### src/rtl/hilo_muldiv_ctrl.sv
// hilo_muldiv_ctrl: multi-cycle HI/LO sequencer for the execute stage.
//
// Runs MULT/MULTU as an iterative shift-add multiply and DIV/DIVU as a
// restoring divide. It also writes HI/LO directly for MTHI/MTLO. The block
// owns the HI/LO registers and stalls MFHI/MFLO reads while an op is in flight.
//
// Ports:
//   clk, reset          clock; synchronous active-low reset
//   req_valid/req_ready request handshake (ready only in IDLE)
//   req_op              000 MULT, 001 MULTU, 010 DIV, 011 DIVU, 100 MTHI, 101 MTLO, 11x no-op
//   op1, op2            rs / rt operands, sampled at the accepting edge only
//   rd_valid, rd_sel    MFHI/MFLO read (rd_sel: 0 = LO, 1 = HI)
//   rd_data             combinational HI/LO read mux
//   stall               rd_valid while busy
//   busy                high in RUN or FIX
//   done                one-cycle pulse after an accepted op completes
//   hi, lo, zeroFlag    result registers and registered {hi,lo}==0 flag
//   div0_err            (only with HILO_DIV0_TRAP_EN) divide-by-zero trap pulse
//
// Optional feature macro: HILO_DIV0_TRAP_EN. When it is defined, a divide by zero
// is trapped at accept time and HI/LO are left unchanged.
module hilo_muldiv_ctrl #(
    parameter int unsigned WIDTH = 32
) (
    input  logic             clk,
    input  logic             reset,
    input  logic             req_valid,
    output logic             req_ready,
    input  logic [2:0]       req_op,
    input  logic [WIDTH-1:0] op1,
    input  logic [WIDTH-1:0] op2,
    input  logic             rd_valid,
    input  logic             rd_sel,
    output logic [WIDTH-1:0] rd_data,
    output logic             stall,
    output logic             busy,
    output logic             done,
    output logic [WIDTH-1:0] hi,
    output logic [WIDTH-1:0] lo,
    output logic             zeroFlag
`ifdef HILO_DIV0_TRAP_EN
    ,
    output logic             div0_err
`endif
);

    localparam int unsigned CntW = (WIDTH > 1) ? $clog2(WIDTH) : 1;
    localparam logic [CntW-1:0] CntLast = CntW'(WIDTH - 1);
    localparam logic [CntW-1:0] CntOne  = CntW'(1);

    typedef enum logic [1:0] {StIdle, StRun, StFix} state_e;

    state_e               state_q, state_d;
    logic [CntW-1:0]      cnt_q, cnt_d;
    // MUL: {upper accumulator, multiplier}; DIV: {remainder, quotient}
    logic [2*WIDTH-1:0]   acc_q, acc_d;
    // MUL: multiplicand; DIV: divisor
    logic [WIDTH-1:0]     opa_q, opa_d;
    logic                 is_div_q, is_div_d;
    logic                 neg_res_q, neg_res_d;   // negate product / quotient in FIX
    logic                 neg_rem_q, neg_rem_d;   // negate remainder in FIX
    logic                 div0_q, div0_d;         // divisor was zero: force LO to all-ones
    logic [WIDTH-1:0]     hi_q, hi_d;
    logic [WIDTH-1:0]     lo_q, lo_d;
    logic                 zero_q, zero_d;
    logic                 done_q, done_d;
`ifdef HILO_DIV0_TRAP_EN
    logic                 div0_err_q, div0_err_d;
`endif

    logic                 is_signed;
    logic [WIDTH-1:0]     abs1, abs2;
    logic                 trap_div0;
    logic [WIDTH:0]       mul_sum;
    logic [2*WIDTH-1:0]   mul_next;
    logic [WIDTH:0]       div_shift;
    logic [WIDTH:0]       div_trial;
    logic [2*WIDTH-1:0]   div_next;
    logic [2*WIDTH-1:0]   prod_fix;
    logic [WIDTH-1:0]     quot_fix;
    logic [WIDTH-1:0]     rem_fix;

    assign is_signed = ~req_op[0];
    assign abs1      = (is_signed & op1[WIDTH-1]) ? -op1 : op1;
    assign abs2      = (is_signed & op2[WIDTH-1]) ? -op2 : op2;

`ifdef HILO_DIV0_TRAP_EN
    assign trap_div0 = req_op[1] & (op2 == '0);
`else
    assign trap_div0 = 1'b0;
`endif

    // Multiply step: conditional add into the upper half, then shift right with carry-in.
    assign mul_sum  = {1'b0, acc_q[2*WIDTH-1:WIDTH]} + {1'b0, (acc_q[0] ? opa_q : '0)};
    assign mul_next = {mul_sum, acc_q[WIDTH-1:1]};

    // Restoring divide step. Remainder stays below the divisor, so bit WIDTH of the
    // trial difference is a reliable borrow flag.
    assign div_shift = acc_q[2*WIDTH-1:WIDTH-1];
    assign div_trial = div_shift - {1'b0, opa_q};
    assign div_next  = div_trial[WIDTH]
                     ? {div_shift[WIDTH-1:0], acc_q[WIDTH-2:0], 1'b0}
                     : {div_trial[WIDTH-1:0], acc_q[WIDTH-2:0], 1'b1};

    assign prod_fix = neg_res_q ? -acc_q : acc_q;
    assign quot_fix = div0_q ? '1
                    : (neg_res_q ? -acc_q[WIDTH-1:0] : acc_q[WIDTH-1:0]);
    assign rem_fix  = neg_rem_q ? -acc_q[2*WIDTH-1:WIDTH] : acc_q[2*WIDTH-1:WIDTH];

    always_comb begin
        state_d   = state_q;
        cnt_d     = cnt_q;
        acc_d     = acc_q;
        opa_d     = opa_q;
        is_div_d  = is_div_q;
        neg_res_d = neg_res_q;
        neg_rem_d = neg_rem_q;
        div0_d    = div0_q;
        hi_d      = hi_q;
        lo_d      = lo_q;
        zero_d    = zero_q;
        done_d    = 1'b0;
`ifdef HILO_DIV0_TRAP_EN
        div0_err_d = 1'b0;
`endif

        unique case (state_q)
            StIdle: begin
                if (req_valid) begin
                    // Single-cycle ops pulse done next cycle; cleared below when entering RUN.
                    done_d = 1'b1;
                    if (!req_op[2]) begin
                        if (trap_div0) begin
`ifdef HILO_DIV0_TRAP_EN
                            div0_err_d = 1'b1;
`endif
                        end else begin
                            done_d    = 1'b0;
                            state_d   = StRun;
                            cnt_d     = '0;
                            is_div_d  = req_op[1];
                            acc_d     = {{WIDTH{1'b0}}, (req_op[1] ? abs1 : abs2)};
                            opa_d     = req_op[1] ? abs2 : abs1;
                            neg_res_d = is_signed & (op1[WIDTH-1] ^ op2[WIDTH-1]);
                            neg_rem_d = is_signed & op1[WIDTH-1] & req_op[1];
                            div0_d    = req_op[1] & (op2 == '0);
                        end
                    end else if (req_op[1:0] == 2'b00) begin
                        hi_d   = op1;
                        zero_d = ({op1, lo_q} == '0);
                    end else if (req_op[1:0] == 2'b01) begin
                        lo_d   = op1;
                        zero_d = ({hi_q, op1} == '0);
                    end
                end
            end
            StRun: begin
                acc_d = is_div_q ? div_next : mul_next;
                cnt_d = cnt_q + CntOne;
                if (cnt_q == CntLast) begin
                    state_d = StFix;
                    cnt_d   = '0;
                end
            end
            StFix: begin
                if (is_div_q) begin
                    hi_d = rem_fix;
                    lo_d = quot_fix;
                end else begin
                    hi_d = prod_fix[2*WIDTH-1:WIDTH];
                    lo_d = prod_fix[WIDTH-1:0];
                end
                zero_d  = ({hi_d, lo_d} == '0);
                done_d  = 1'b1;
                state_d = StIdle;
            end
            default: state_d = StIdle;
        endcase
    end

    always_ff @(posedge clk) begin
        if (!reset) begin
            state_q   <= StIdle;
            cnt_q     <= '0;
            acc_q     <= '0;
            opa_q     <= '0;
            is_div_q  <= 1'b0;
            neg_res_q <= 1'b0;
            neg_rem_q <= 1'b0;
            div0_q    <= 1'b0;
            hi_q      <= '0;
            lo_q      <= '0;
            zero_q    <= 1'b1;
            done_q    <= 1'b0;
`ifdef HILO_DIV0_TRAP_EN
            div0_err_q <= 1'b0;
`endif
        end else begin
            state_q   <= state_d;
            cnt_q     <= cnt_d;
            acc_q     <= acc_d;
            opa_q     <= opa_d;
            is_div_q  <= is_div_d;
            neg_res_q <= neg_res_d;
            neg_rem_q <= neg_rem_d;
            div0_q    <= div0_d;
            hi_q      <= hi_d;
            lo_q      <= lo_d;
            zero_q    <= zero_d;
            done_q    <= done_d;
`ifdef HILO_DIV0_TRAP_EN
            div0_err_q <= div0_err_d;
`endif
        end
    end

    assign req_ready = (state_q == StIdle);
    assign busy      = (state_q != StIdle);
    assign stall     = rd_valid & busy;
    assign rd_data   = rd_sel ? hi_q : lo_q;
    assign done      = done_q;
    assign hi        = hi_q;
    assign lo        = lo_q;
    assign zeroFlag  = zero_q;
`ifdef HILO_DIV0_TRAP_EN
    assign div0_err  = div0_err_q;
`endif

endmodule

### config.mk
export PLATFORM = sky130hd
export DESIGN_NAME = hilo_muldiv_ctrl
export DESIGN_NICKNAME = d
export VERILOG_FILES = /design/src/rtl/hilo_muldiv_ctrl.sv
export SDC_FILE = /design/constraint.sdc
export NUM_CORES = 1
export LEC_CHECK = 0
export ABC_AREA = 0
export CORE_UTILIZATION = 30
export DETAILED_ROUTE_END_ITERATION = 6
export SYNTH_ARGS = -nofsm -noshare
export SYNTH_HDL_FRONTEND = slang
export SYNTH_SLANG_ARGS = --single-unit
### constraint.sdc
create_clock -name clk -period 5.2 [get_ports clk]
set_clock_uncertainty 0.1 [all_clocks]
set_input_delay 1.04 -clock clk [delete_from_list [all_inputs] [get_ports clk]]
set_output_delay 1.04 -clock clk [all_outputs]
set_load 0.02 [all_outputs]
==> impl_results.md, run 1 <==
* Slew at the pin closest to its max-slew limit at ~1.0 ns
* Clock latency reported for the late side of the worst-skew pair at approximately 0.46 ns
* Cell at the root of the clock tree: clkbuf_16
* Run status: completed
* Worst path buffer plus inverter count at 2
* Critical path peak fanout at 18
* Total routing resource utilization after global routing at 0.2461
* Sequential-to-total area share from yosys stat at 0.2212
* Arrival time worst endpoint at 4.81 ns
* Synthesized-area fraction occupied by xor and xnor cells at 0.09398
* Synthesis Warnings at 0
* Fraction of final layout cells with drive strength greater than 1 at 0.07492
* Ys flop type: dfxtp_1
* Starting DRC count in detailed routing at 1856
* Ratio of final minimum period to clock period at 0.8871
* Number of distinct library cells after synthesis at 80
* Number of clock sinks at 173
* Family of cells with the greatest summed delay on the critical path: compound AO/OA/AOI/OAI gates
* Required time of the critical path at ~5.4 ns
* Hold buffer count at CTS at 0
* Flops & latches, synth at about 170
* Max Transition Viols Final at 0
* Number of cells on the worst reg-to-reg path at 14
* Type of the worst setup path: register to register
* Share of synthesized cell area in full adder, half adder and majority cells at 0.05850
* Antenna cells at 0
* Critical path startpoint category: register
* Total wirelength of the detailed-routed design at approximately 67000 µm
* Critical path's slowest cell: a311oi_1
* Share of synthesized registers carrying an async set or reset at 0
* Total half-perimeter wirelength after legalization and detailed placement at 53060 µm
* Worst hold path depth at 1
* Post-layout power at about 4.6 mW
* Number of maximum-capacitance violations at 0
* Detailed-route vias per instance at around 5.8
* Final nets at around 2400
* Remaining global-route overflow at 0
* Core box area at 51410 µm²
* Pwr/cell area at about 250 nW/µm²
* Post-CTS sizing at 0
* Number of filler instances in the final layout at between 5000 and 6000
* Count of pins on the block boundary at about 170
* Kind of path behind the tightest hold check: register to register
* Share of the synthesized area in compound gates (AO/OA/AOI/OAI) at 0.2473
* WP depth at 14
* Main combinational cell family by area after synthesis: compound AO/OA/AOI/OAI gates
* Maximum buffer depth of the clock tree at 2
* Post-Synthesis Cell Area at approximately 16000 µm²
* Cell count after synthesis at roughly 2100
* Die outline height at ~230 µm
* Width of the chip at 230.4 µm
* Number of synthesized flops with an enable pin at 0
* Setup TNS at 0 ns
* Unrepaired setup endpoints after global routing: no
* Routed len/inst at about 23 µm
* Area enclosed by the die boundary at approximately 53000 µm²
* Most used cell, CP: a21oi_1
* CTS tree: yes
* Net count after synthesis at roughly 2300
* # rows at between 80 and 90
* Starting density of the core at 0.3046
* Simple-gate area share of the yosys netlist at 0.2147
* Post-layout min period at ~4.6 ns
* Clock-pin slew of the registers on the worst-case setup and hold paths at roughly 0.080 ns
* Cells along the critical path: inv_1 > buf_4 > nor2_1 > ha_1 > and3_1 > a221o_1 > a21oi_1 > nor3_1 > a311oi_1 > o21ai_0 > a21oi_1 > nor4b_1 > nor3b_1 > o311ai_0
* Synthesized area per cell at between 7 and 8 µm²
* Number of antenna violations at the first check in global routing at 1
* Post-layout worst setup margin at slightly below 0.6 ns
* Via count of the first global-routing pass at approximately 15000
* Largest net degree at the start of global routing at 68
* H-tree level count at 4
* Quantity of I/O buffers inserted on ports at 172
* Tightest slew margin relative to the limit at 0.3025
* Fmax at between 0.2 and 0.25 GHz
* CTS buffer count at 17
* RePlAce Congestion at between 1 and 1.5
* Delay of the slowest cell on the worst path at around 0.76 ns
* Detailed-route DRC error count at 0
* Count of buffers added by post-CTS timing repair for setup at 0
* Count of nets left with antenna violations after detail routing at 0
* Multiplexer fraction of the synthesized cell area at 0.1117
* Critical path endpoint category: register
* First-pass GRT wire length at about 100000 µm
* Dpl ws at ~0.65 ns
* Number of search-and-repair iterations in the first detailed-routing pass at 6
* Area growth, synth to finish at 19.44%
* Final count of negative-setup-slack endpoints at 0
* Static leakage at between 7 and 8 nW
* Max IR drop VDD at between 200 and 300 µV
* Total vias in the final route at roughly 17000
* Hold Fails Final Rpt at 0
==> logic make-up (layout without fill, tap and decap cells) <==
family	after synthesis	after routing
adders and majority gates	72	72
AOI/OAI and AO/OA	605	605
muxes	169	169
and+or+nand+nor	712	712
buffers and inverters	215	330
xor gates and xnor gates	168	168
DFF	173	173
==> synthesized netlist by cell type, types with 23 or more instances <==
cell type / n / area (µm²)
o211ai_1: 23 / 172.7
or3_1: 29 / 181.4
o21ai_0: 135 / 675.7
nor2_1: 259 / 972.2
a21oi_1: 170 / 850.8
dfxtp_1: 173 / 3463
o31ai_1: 32 / 240.2
nand2_1: 165 / 619.3
nor3_1: 52 / 260.3
ha_1: 70 / 875.8
nand3_1: 41 / 205.2
xnor2_1: 90 / 788.3
mux2i_1: 123 / 1231
a21o_1: 26 / 195.2
a211oi_1: 64 / 480.5
xor2_1: 78 / 683.2
clkbuf_1: 122 / 457.9
nor4_1: 40 / 250.2
inv_1: 68 / 255.2
mux2_2: 46 / 518.0
==> worst paths after layout <==
| check | startpoint | endpoint | slack, ns |
|---|---|---|---|
| max | acc_q[0]$_SDFFE_PN0P_ | acc_q[61]$_SDFFE_PN0P_ | 0.59 |
| min | cnt_q[3]$_SDFFE_PN0P_ | cnt_q[3]$_SDFFE_PN0P_ | 0.36 |
| max reg2reg | acc_q[0]$_SDFFE_PN0P_ | acc_q[61]$_SDFFE_PN0P_ | 0.59 |
| min reg2reg | cnt_q[3]$_SDFFE_PN0P_ | cnt_q[3]$_SDFFE_PN0P_ | 0.36 |
==> area by class of cell <==
class	count	area, µm²	share of cell area
Timing Repair Buffer	227	2142	0.1145
Tap cell	680	850.8	0.04550
Inverter	71	267.8	0.01432
Sequential cell	173	3465	0.1853
Clock buffer	17	425.4	0.02275
Clock inverter	15	145.1	0.007761
Multi-Input combinational cell	1726	11400	0.6099
==> per-stage QoR <==
stage | hold WS, ns | cells | utilization | cell area, µm²
floorplan | 0.3237 | 2114 | - | 15660
global placement | 0.3385 | 2877 | 0.3527 | 18130
detailed placement | 0.3466 | 2877 | 0.3527 | 18130
CTS | 0.3580 | 2909 | 0.3638 | 18700
global route | 0.3826 | 2909 | 0.3638 | 18700
finish | 0.3588 | 2909 | 0.3638 | 18700
==> registers in the layout, indices dropped and copies added (netlist names) <==
name	cells
div0_q	1
cnt_q	5
opa_q	32
acc_q	64
done	1
is_div_q	1
state_q	2
lo	32
zeroFlag	1
hi	32
neg_rem_q	1
neg_res_q	1
==> layout by cell type (no fill, tap or decap), types with 68 or more instances in the layout <==
master / count
clkdlybuf4s50_1: 171
a21oi_1: 170
xnor2_1: 89
nor2_1: 257
mux2i_1: 123
o21ai_0: 135
ha_1: 70
xor2_1: 78
dfxtp_1: 172
nand2_1: 165
inv_1: 68
==> power breakdown <==
part | leakage (nW) | internal [mW] | total (mW) | switching, mW
logic | 5.77 | 0.653 | 1.72 | 1.06
registers | 1.41 | 1.41 | 1.55 | 0.146
clock network | 0.277 | 0.639 | 1.32 | 0.676
==> layer usage <==
layer,up-vias,routed length (µm),global-route usage
li1,7885,-,-
met1,8058,30520,0.3440
met2,824,29330,0.3797
met3,81,5384,0.04101
met4,2,1985,0.08299
met5,-,13,0
==> worst register-to-register path: stages, from the launching register on <==
cell	delay [ns]
dfxtp_1	0.58
inv_1	0.30
buf_4	0.30
nor2_1	0.14
ha_1	0.31
and3_1	0.24
a221o_1	0.29
a21oi_1	0.25
nor3_1	0.08
a311oi_1	0.76
o21ai_0	0.37
a21oi_1	0.27
nor4b_1	0.07
nor3b_1	0.23
o311ai_0	0.16
(Power assumes the default switching activity.)
==> inputs of run 2 (changes only) <==
- CAP_MARGIN: default -> 25
- RECOVER_POWER: default -> 100
==> impl_results.md, run 2 (synthesis results as in run 1) <==
* Quantity of I/O buffers inserted on ports at 172 (unchanged)
* Critical path startpoint category: register
* Count of buffers added by post-CTS timing repair for setup at 0 (unchanged)
* Cells along the critical path: inv_1 > buf_4 > nor2_1 > ha_1 > and3_1 > a221o_1 > a21oi_1 > nor3_1 > a311oi_1 > o21ai_0 > a21oi_1 > nor4b_1 > nor3b_1 > o311ai_0
* Hold Fails Final Rpt at 0 (unchanged)
* Via count of the first global-routing pass at 15480 (unchanged)
* Starting density of the core at 0.3046 (unchanged)
* Final count of negative-setup-slack endpoints at 0 (unchanged)
* Tightest slew margin relative to the limit at -0.5944 (-0.8969)
* Setup TNS at 0 ns (unchanged)
* Number of antenna violations at the first check in global routing at 1 (unchanged)
* Remaining global-route overflow at 0 (unchanged)
* Max FFs per register at 64 (unchanged)
* Total half-perimeter wirelength after legalization and detailed placement at 53060 µm (unchanged)
* First-pass GRT wire length at 99820 µm (unchanged)
* Family of cells with the greatest summed delay on the critical path: compound AO/OA/AOI/OAI gates
* Kind of path behind the tightest hold check: register to register
* Area enclosed by the die boundary at 53100 µm² (unchanged)
* Width of the chip at 230.4 µm (unchanged)
* # rows at 83 (unchanged)
* Critical path endpoint category: register
* Worst path buffer plus inverter count at 2 (unchanged)
* Clock-pin slew of the registers on the worst-case setup and hold paths at 0.08 ns (about the same)
* Area growth, synth to finish at 19.32%
* Detailed-route vias per instance at 5.807 (+0.24%)
* Total vias in the final route at 16900 (+0.28%)
* Dpl ws at 0.6462 ns (unchanged)
* Number of cells on the worst reg-to-reg path at 14 (unchanged)
* Core box area at 51410 µm² (unchanged)
* H-tree level count at 4 (unchanged)
* Number of maximum-capacitance violations at 5 (+5)
* CTS buffer count at 17 (unchanged)
* Total routing resource utilization after global routing at 0.2461 (unchanged)
* Switching pwr at 1.887 mW (+0.11%)
* Maximum buffer depth of the clock tree at 2 (unchanged)
* Count of nets left with antenna violations after detail routing at 0 (unchanged)
* Max Transition Viols Final at 191 (+191)
* Delay of the slowest cell on the worst path at 0.76 ns (about the same)
* Critical path peak fanout at 18 (unchanged)
* Slew at the pin closest to its max-slew limit at 2.392 ns (+1.348 ns)
* Type of the worst setup path: register to register
* Clock power frac at 0.287 (about the same)
* Commonest non-fill, non-tap cell in the layout: nor2_1
* Required time of the critical path at 5.39 ns (about the same)
* Internal power consumption at 2.698 mW (about the same)
* Unrepaired setup endpoints after global routing: no
* Post-layout worst setup margin at 0.5729 ns (-0.01440 ns)
* Share of total power in combinational logic at 0.375 (about the same)
* Clock latency reported for the late side of the worst-skew pair at 0.46 ns (about the same)
* Critical path's slowest cell: a311oi_1
* Violated checks: capacitance limit, slew limit
* Detailed-route DRC error count at 0 (unchanged)
* Sw Ratio at 0.4116 (about the same)
* Cell at the root of the clock tree: clkbuf_16
* Fmax at 0.2161 GHz (-0.31%)
* Leading cell types in the layout, fill and taps excluded: 258 x nor2_1, 172 x dfxtp_1, 170 x a21oi_1
* WP depth at 14 (unchanged)
* Total wirelength of the detailed-routed design at 67370 µm (+0.21%)
* Routed len/inst at 23.15 µm (+0.18%)
* Ratio of final minimum period to clock period at 0.8898 (+0.002769)
* CTS tree: yes
* Max IR drop VDD at 259.9 µV (-0.30%)
* Worst hold path depth at 1 (unchanged)
* Number of clock sinks at 173 (unchanged)
* Number of search-and-repair iterations in the first detailed-routing pass at 6 (unchanged)
* Post-layout min period at 4.627 ns (+0.01440 ns)
* Sequential power share at 0.339 (about the same)
* Pwr/cell area at 245.4 nW/µm² (+0.14%)
* Antenna cells at 0 (unchanged)
* Static leakage at 7.756 nW (+4.0%)
* Die outline height at 230.4 µm (unchanged)
* Post-CTS sizing at 0 (unchanged)
* Fraction of final layout cells with drive strength greater than 1 at 0.06996 (-0.004966)
* Most used cell, CP: a21oi_1
* Starting DRC count in detailed routing at 1906 (+2.7%)
* Largest register by flop count: acc_q
* Run status: finished, violations left
* Hold buffer count at CTS at 0 (unchanged)
* Final nets at 2361 (+0.042%)
* Count of pins on the block boundary at 173 (unchanged)
* Layout Utilization at 0.3634 (-0.0003890)
* Arrival time worst endpoint at 4.82 ns (about the same)
* RePlAce Congestion at 1.002 (unchanged)
* Largest net degree at the start of global routing at 68 (unchanged)
[run 2: changes by cell type in the layout (fill, tap and decap cells not counted), moves of 2 or more]
cell / previous run / this run
buf_4: 54 / 44
clkbuf_1: 0 / 8
and2_0: 0 / 3
clkbuf_2: 0 / 2
dlygate4sd3_1: 0 / 105
and2_1: 18 / 15
clkdlybuf4s50_1: 171 / 66
[run 2: worst paths after layout]
check / slack, ns / to / startpoint
worst min-delay path: 0.36 / cnt_q[3]$_SDFFE_PN0P_ / cnt_q[3]$_SDFFE_PN0P_
worst max register to register: 0.57 / acc_q[61]$_SDFFE_PN0P_ / acc_q[0]$_SDFFE_PN0P_
worst max-delay path: 0.57 / acc_q[61]$_SDFFE_PN0P_ / acc_q[0]$_SDFFE_PN0P_
worst min register to register: 0.36 / cnt_q[3]$_SDFFE_PN0P_ / cnt_q[3]$_SDFFE_PN0P_
[run 2: per-stage QoR]
stage / total power, mW / std cells / hold WS (ns) / cell area (µm²)
4_1_cts: 4.561 / 2909 / 0.3580 / 18700
3_3_place_gp: 3.247 / 2877 / 0.3385 / 18130
2_1_floorplan: 2.646 / 2114 / 0.3237 / 15660
3_5_place_dp: 3.259 / 2877 / 0.3466 / 18130
6_report: 4.585 / 2910 / 0.3638 / 18680
5_1_grt: 4.774 / 2910 / 0.3862 / 18680
[run 2: metal layers]
layer	share of wire	GRT usage	up-vias
li1	-	-	7909
met4	0.031	0.08299	0
met2	0.43	0.3797	804
met5	0	0	-
met3	0.080	0.04101	85
met1	0.46	0.3440	8099
[run 2: power groups by stage]
stage / clock network, mW / logic [mW] / registers (mW)
4_1_cts: 1.32 / 1.69 / 1.55
6_report: 1.31 / 1.72 / 1.55
5_1_grt: 1.37 / 1.84 / 1.56
3_3_place_gp: 0 / 1.67 / 1.58
3_5_place_dp: 0 / 1.68 / 1.58
2_1_floorplan: 0 / 1.14 / 1.50
[run 2: final cells by class]
type / instances / area [µm²]
fill: 5349 / 32730
timing repair buffer: 228 / 2135
multi-input combinational: 1726 / 11390
clock buffer: 17 / 425.4
tap: 680 / 850.8
sequential: 173 / 3465
clock inverter: 15 / 145.1
inverter: 71 / 267.8
==> inputs of run 3 (changes only) <==
- SLEW_MARGIN: default -> 20
==> impl_results.md, run 3 (synthesis results as in run 1) <==
* Type of the worst setup path: register to register
* Total half-perimeter wirelength after legalization and detailed placement at 53060 µm (unchanged)
* RePlAce Congestion at 1.002 (unchanged)
* Final count of negative-setup-slack endpoints at 0 (unchanged)
* Number of maximum-capacitance violations at 5 (unchanged)
* Layout Utilization at 0.3632 (about the same)
* Violated checks: DRC, capacitance limit, slew limit
* Area growth, synth to finish at 19.24% (about the same)
* H-tree level count at 4 (unchanged)
* Placed instance area at 18130 µm² (unchanged)
* Cell at the root of the clock tree: clkbuf_16
* Max FFs per register at 64 (unchanged)
* Run status: finished, violations left
* Pwr/cell area at 245.4 nW/µm² (about the same)
* First-pass GRT wire length at 99820 µm (unchanged)
* Number of clock sinks at 173 (unchanged)
* Total wirelength of the detailed-routed design at 67280 µm (-0.14%)
* Post-CTS sizing at 0 (unchanged)
* Quantity of I/O buffers inserted on ports at 172 (unchanged)
* Number of antenna violations at the first check in global routing at 1 (unchanged)
* Slew at the pin closest to its max-slew limit at 2.368 ns (-0.02354 ns)
* Required time of the critical path at 5.46 ns (+0.07 ns)
* Total vias in the final route at 16890 (-0.047%)
* Area enclosed by the die boundary at 53100 µm² (unchanged)
* Via count of the first global-routing pass at 15480 (unchanged)
* Maximum buffer depth of the clock tree at 2 (unchanged)
* Setup TNS at 0 ns (unchanged)
* CTS buffer count at 17 (unchanged)
* Critical path startpoint category: register
* Critical path endpoint category: register
* Max Transition Viols Final at 170 (-11%)
* Core box area at 51410 µm² (unchanged)
* Count of nets left with antenna violations after detail routing at 0 (unchanged)
* Starting DRC count in detailed routing at 1882 (-1.3%)
* # rows at 83 (unchanged)
* Hold buffer count at CTS at 0 (unchanged)
* Critical path peak fanout at 26 (+8)
* Number of filler instances in the final layout at 5350 (+0.019%)
* Tightest slew margin relative to the limit at -0.5787 (+0.01569)
* Arrival time worst endpoint at 4.84 ns (+0.02 ns)
* Multi-input gate area in the final layout at 11390 µm² (unchanged)
* Clock-pin slew of the registers on the worst-case setup and hold paths at 0.08 ns (about the same)
* Count of pins on the block boundary at 173 (unchanged)
* Max IR drop VDD at 259.1 µV (-0.31%)
* Unrepaired setup endpoints after global routing: no
* Starting density of the core at 0.3046 (unchanged)
* Die outline height at 230.4 µm (unchanged)
* Kind of path behind the tightest hold check: register to register
* Detailed-route vias per instance at 5.804 (about the same)
* CTS tree: yes
* Largest net degree at the start of global routing at 68 (unchanged)
* Clock latency reported for the late side of the worst-skew pair at 0.46 ns (about the same)
* Fraction of final layout cells with drive strength greater than 1 at 0.06996 (unchanged)
* Count of buffers added by post-CTS timing repair for setup at 0 (unchanged)
* Total routing resource utilization after global routing at 0.2461 (unchanged)
* Number of search-and-repair iterations in the first detailed-routing pass at 7 (+1)
* Commonest non-fill, non-tap cell in the layout: nor2_1
* Ratio of final minimum period to clock period at 0.8805 (-0.009333)
* Routed len/inst at 23.12 µm (-0.14%)
* Antenna cells at 0 (unchanged)
* Post-route cell area at 18670 µm² (about the same)
* Post-layout min period at 4.579 ns (-0.04853 ns)
* Largest register by flop count: acc_q
* Final nets at 2361 (unchanged)
* Remaining global-route overflow at 0 (unchanged)
* Static leakage at 7.751 nW (about the same)
* Detailed-route DRC error count at 1 (+1)
* Leading cell types in the layout, fill and taps excluded: 258 x nor2_1, 172 x dfxtp_1, 170 x a21oi_1
* Width of the chip at 230.4 µm (unchanged)
* Hold Fails Final Rpt at 0 (unchanged)
* Fmax at 0.2184 GHz (+1.1%)
* Combined flip-flop and latch cell area at 3465 µm² (unchanged)
run 3: cell counts in the layout (fill, tap and decap cells not counted):
Identical to the previous run, type by type.
run 3: power by group:
group          total, mW  internal [mW]  switching (mW)
sequential          1.55           1.41           0.146
combinational       1.71          0.649            1.06
clock               1.32          0.639           0.679
total               4.58           2.69            1.89
run 3: path summary, 6_finish.rpt:
check	startpoint	to	slack, ns	cells past startpoint
worst max-delay path	acc_q[31]$_SDFFE_PN0P_	acc_q[32]$_SDFFE_PN0P_	0.62	15
worst min-delay path	cnt_q[3]$_SDFFE_PN0P_	cnt_q[3]$_SDFFE_PN0P_	0.36	1
worst max register to register	acc_q[31]$_SDFFE_PN0P_	acc_q[32]$_SDFFE_PN0P_	0.62	15
worst min register to register	cnt_q[3]$_SDFFE_PN0P_	cnt_q[3]$_SDFFE_PN0P_	0.36	1
run 3: cell type report:
type | count | area share
Clock buffer | 17 | 0.02279
Clock inverter | 15 | 0.007775
Inverter | 71 | 0.01434
Multi-Input combinational cell | 1726 | 0.6103
Sequential cell | 173 | 0.1856
Tap cell | 680 | 0.04558
Timing Repair Buffer | 228 | 0.1137
run 3: metrics by stage:
step / power, mW / hold slack [ns] / cells / setup slack [ns]
after CTS: 4.561 / 0.3580 / 2909 / 0.7074
after detailed placement: 3.259 / 0.3466 / 2877 / 0.6462
after global placement: 3.247 / 0.3385 / 2877 / 0.7239
after floorplan: 2.646 / 0.3237 / 2114 / 1.213
final: 4.580 / 0.3639 / 2910 / 0.6214
after global routing: 4.771 / 0.3862 / 2910 / 0.3936
run 3: layer usage:
metal	global-route usage	vias up	wire length [µm]
met3	0.04101	80	5406
met1	0.3440	8077	30660
met2	0.3797	826	29210
met5	0	-	0
met4	0.08299	0	2008
li1	-	7906	-
run 3: worst max-delay path, cell delays in order, from the launching register on:
cell and delay [ns]:
dfxtp_1 0.33, inv_1 0.13, ha_1 0.19, inv_1 0.05, fa_1 0.42, a211oi_1 0.25
o21bai_1 0.14, a211oi_1 0.45, o31ai_1 0.29, a311o_1 0.46, a21oi_1 0.16, nor3_1 0.09
xnor2_2 0.60, buf_12 0.30, mux2_2 0.36, o221ai_1 0.13
==> variant, RTL diff (flow settings as in run 1) <==
`WIDTH`: 32 -> 16.
--- a/src/rtl/hilo_muldiv_ctrl.sv
+++ b/src/rtl/hilo_muldiv_ctrl.sv
@@ -20,7 +20,7 @@
 // Optional feature macro: HILO_DIV0_TRAP_EN. When it is defined, a divide by zero
 // is trapped at accept time and HI/LO are left unchanged.
 module hilo_muldiv_ctrl #(
-    parameter int unsigned WIDTH = 32
+    parameter int unsigned WIDTH = 16
 ) (
     input  logic             clk,
     input  logic             reset,
Interface: changed (5 resized); port bits go from 173 to 93. The function was not compared with the original's and may differ.
==> variant against run 1 <==
- wire length is 59% lower
- non-clock buffer count is 123 lower
- worst setup slack better by 550 ps
- synthesized area is 49% lower
- fmax is 13% higher
- total power is 53% lower
- final area is 49% lower
- sequential cell count is 81 lower
- critical path type is now in -> out
- critical endpoint is now rd_data[13]
- largest power group is now sequential cells
- highest routed layer is now met4
==> variant: results (changes against run 1) <==
* GP Congestion at 0.925 (-7.7%)
* GR Util met2 at 33.3% (-4.6 points)
* Total track usage at 20.4% (-4.2 points)
* Hold path cells at 2 (+1)
* Origin of the worst min-delay path: opa_q[5]
* CP max FO at 16 (-2)
* CP Data Arrival Time at 2920 ps (-1890 ps)
* Placed Area at 9130 µm² (-50%)
* First-pass GRT wire length at 42,700 µm (-57%)
* Met1 Use GR at 27.2% (-7.2 points)
* VDD IR max at 196 µV (-25%)
* Leak pwr at 3.57 nW (-52%)
* Top routing layer used: met4
* Netlist cell types at 76 (-5.0%)
* Cell count of the worst reg-to-reg path at 10 (-4)
* WL/cell at 18.9 µm (-18%)
* Worst R2R Setup Slack at 1500 ps (+910 ps)
* Via density at 5.59 (-3.5%)
* WHS Endpoint: opa_q[5]
* Met3 GRT Util at 3.32% (-0.78 points)
* Synthesized net count at 1,161 (-49%)
* I/O Buffers at 92 (-47%)
* Synth area leaders: dfxtp_1 23%, a21oi_1 6.0%, ha_1 5.8%
* Clk slew on worst S/H paths at 60 ps (-20 ps)
* Routed met2 length at 12,900 µm (-56%)
* Commonest cells post-synth: 119 x nor2_1, 105 x nand2_1, 95 x a21oi_1
* Reg-to-reg endpoint: zeroFlag
* H-tree levels at 3 (-1)
* Number of global-route vias before repair at 7,676 (-50%)
* Largest net degree at the start of global routing at 44 (-35%)
* Max reg flops at 32 (-50%)
* Met1 Wirelength at 12,800 µm (-58%)
* Sequential area share after synthesis at 23.1% (+0.95 points)
* Worst-Margin Slew at 1090 ps (+50.0 ps)
* Met3 wire len at 1340 µm (-75%)
* Status: completed
* Clk_lat worst skew at 360 ps (-100 ps)
* Post-detail-place hpwl at 21,300 µm (-60%)
* Antenna violations before repair at 0 (-1)
* Dpl ws at 1150 ps (+500 ps)
* Share of cells above drive strength 1 at 7.32% (-0.17 points)
* Num CTS Buffers at 9 (-8)
* Detailed Route Iter0 Violations at 702 (-62%)
-- variant: through the flow --
step	hold WS, ps	power (mW)	cells	utilization, %
after floorplan	341	1.22	1082	-
after global placement	352	1.42	1453	35.0
after detailed placement	365	1.43	1453	35.0
after CTS	372	2.16	1469	36.2
after global routing	391	2.26	1469	36.2
final	368	2.16	1469	36.2
-- variant: final cells by class --
| cell class | instances | share of cell area, % |
|---|---|---|
| multi-input combinational | 885 | 60.6 |
| sequential | 92 | 19.5 |
| timing repair buffer | 104 | 10.7 |
| tap | 335 | 4.44 |
| clock buffer | 12 | 2.61 |
| inverter | 37 | 1.47 |
| clock inverter | 4 | 0.768 |
-- variant: worst max path at each step --
stage,slack [ps],start,to,depth (start not counted)
floorplan,1990,rd_sel,rd_data[10],3
global placement,1230,rd_sel,rd_data[14],3
detailed placement,1150,rd_sel,rd_data[13],3
CTS,1140,rd_sel,rd_data[13],3
global route,1090,rd_sel,rd_data[11],3
finish,1140,rd_sel,rd_data[13],3
-- variant: cell families after synthesis --
| family | share of synthesized area, % |
|---|---|
| AND/OR/NAND/NOR | 23.3 |
| AO/OA/AOI/OAI | 26.2 |
| buffers and inverters | 5.53 |
| flip-flops | 23.1 |
| XOR/XNOR | 8.01 |
| multiplexers | 7.57 |
| adder cells (fa/ha/maj) | 6.30 |
-- variant: report_power, final --
| group | switching (mW) | leakage, nW | internal [mW] |
|---|---|---|---|
| Clock | 0.304 | 0.153 | 0.435 |
| Sequential | 0.0515 | 0.748 | 0.734 |
| Combinational | 0.374 | 2.67 | 0.258 |
-- variant: critical path: stages --
cell	delay, ps
clkdlybuf4s50_1	920
mux2_2	410
clkdlybuf4s50_1	550
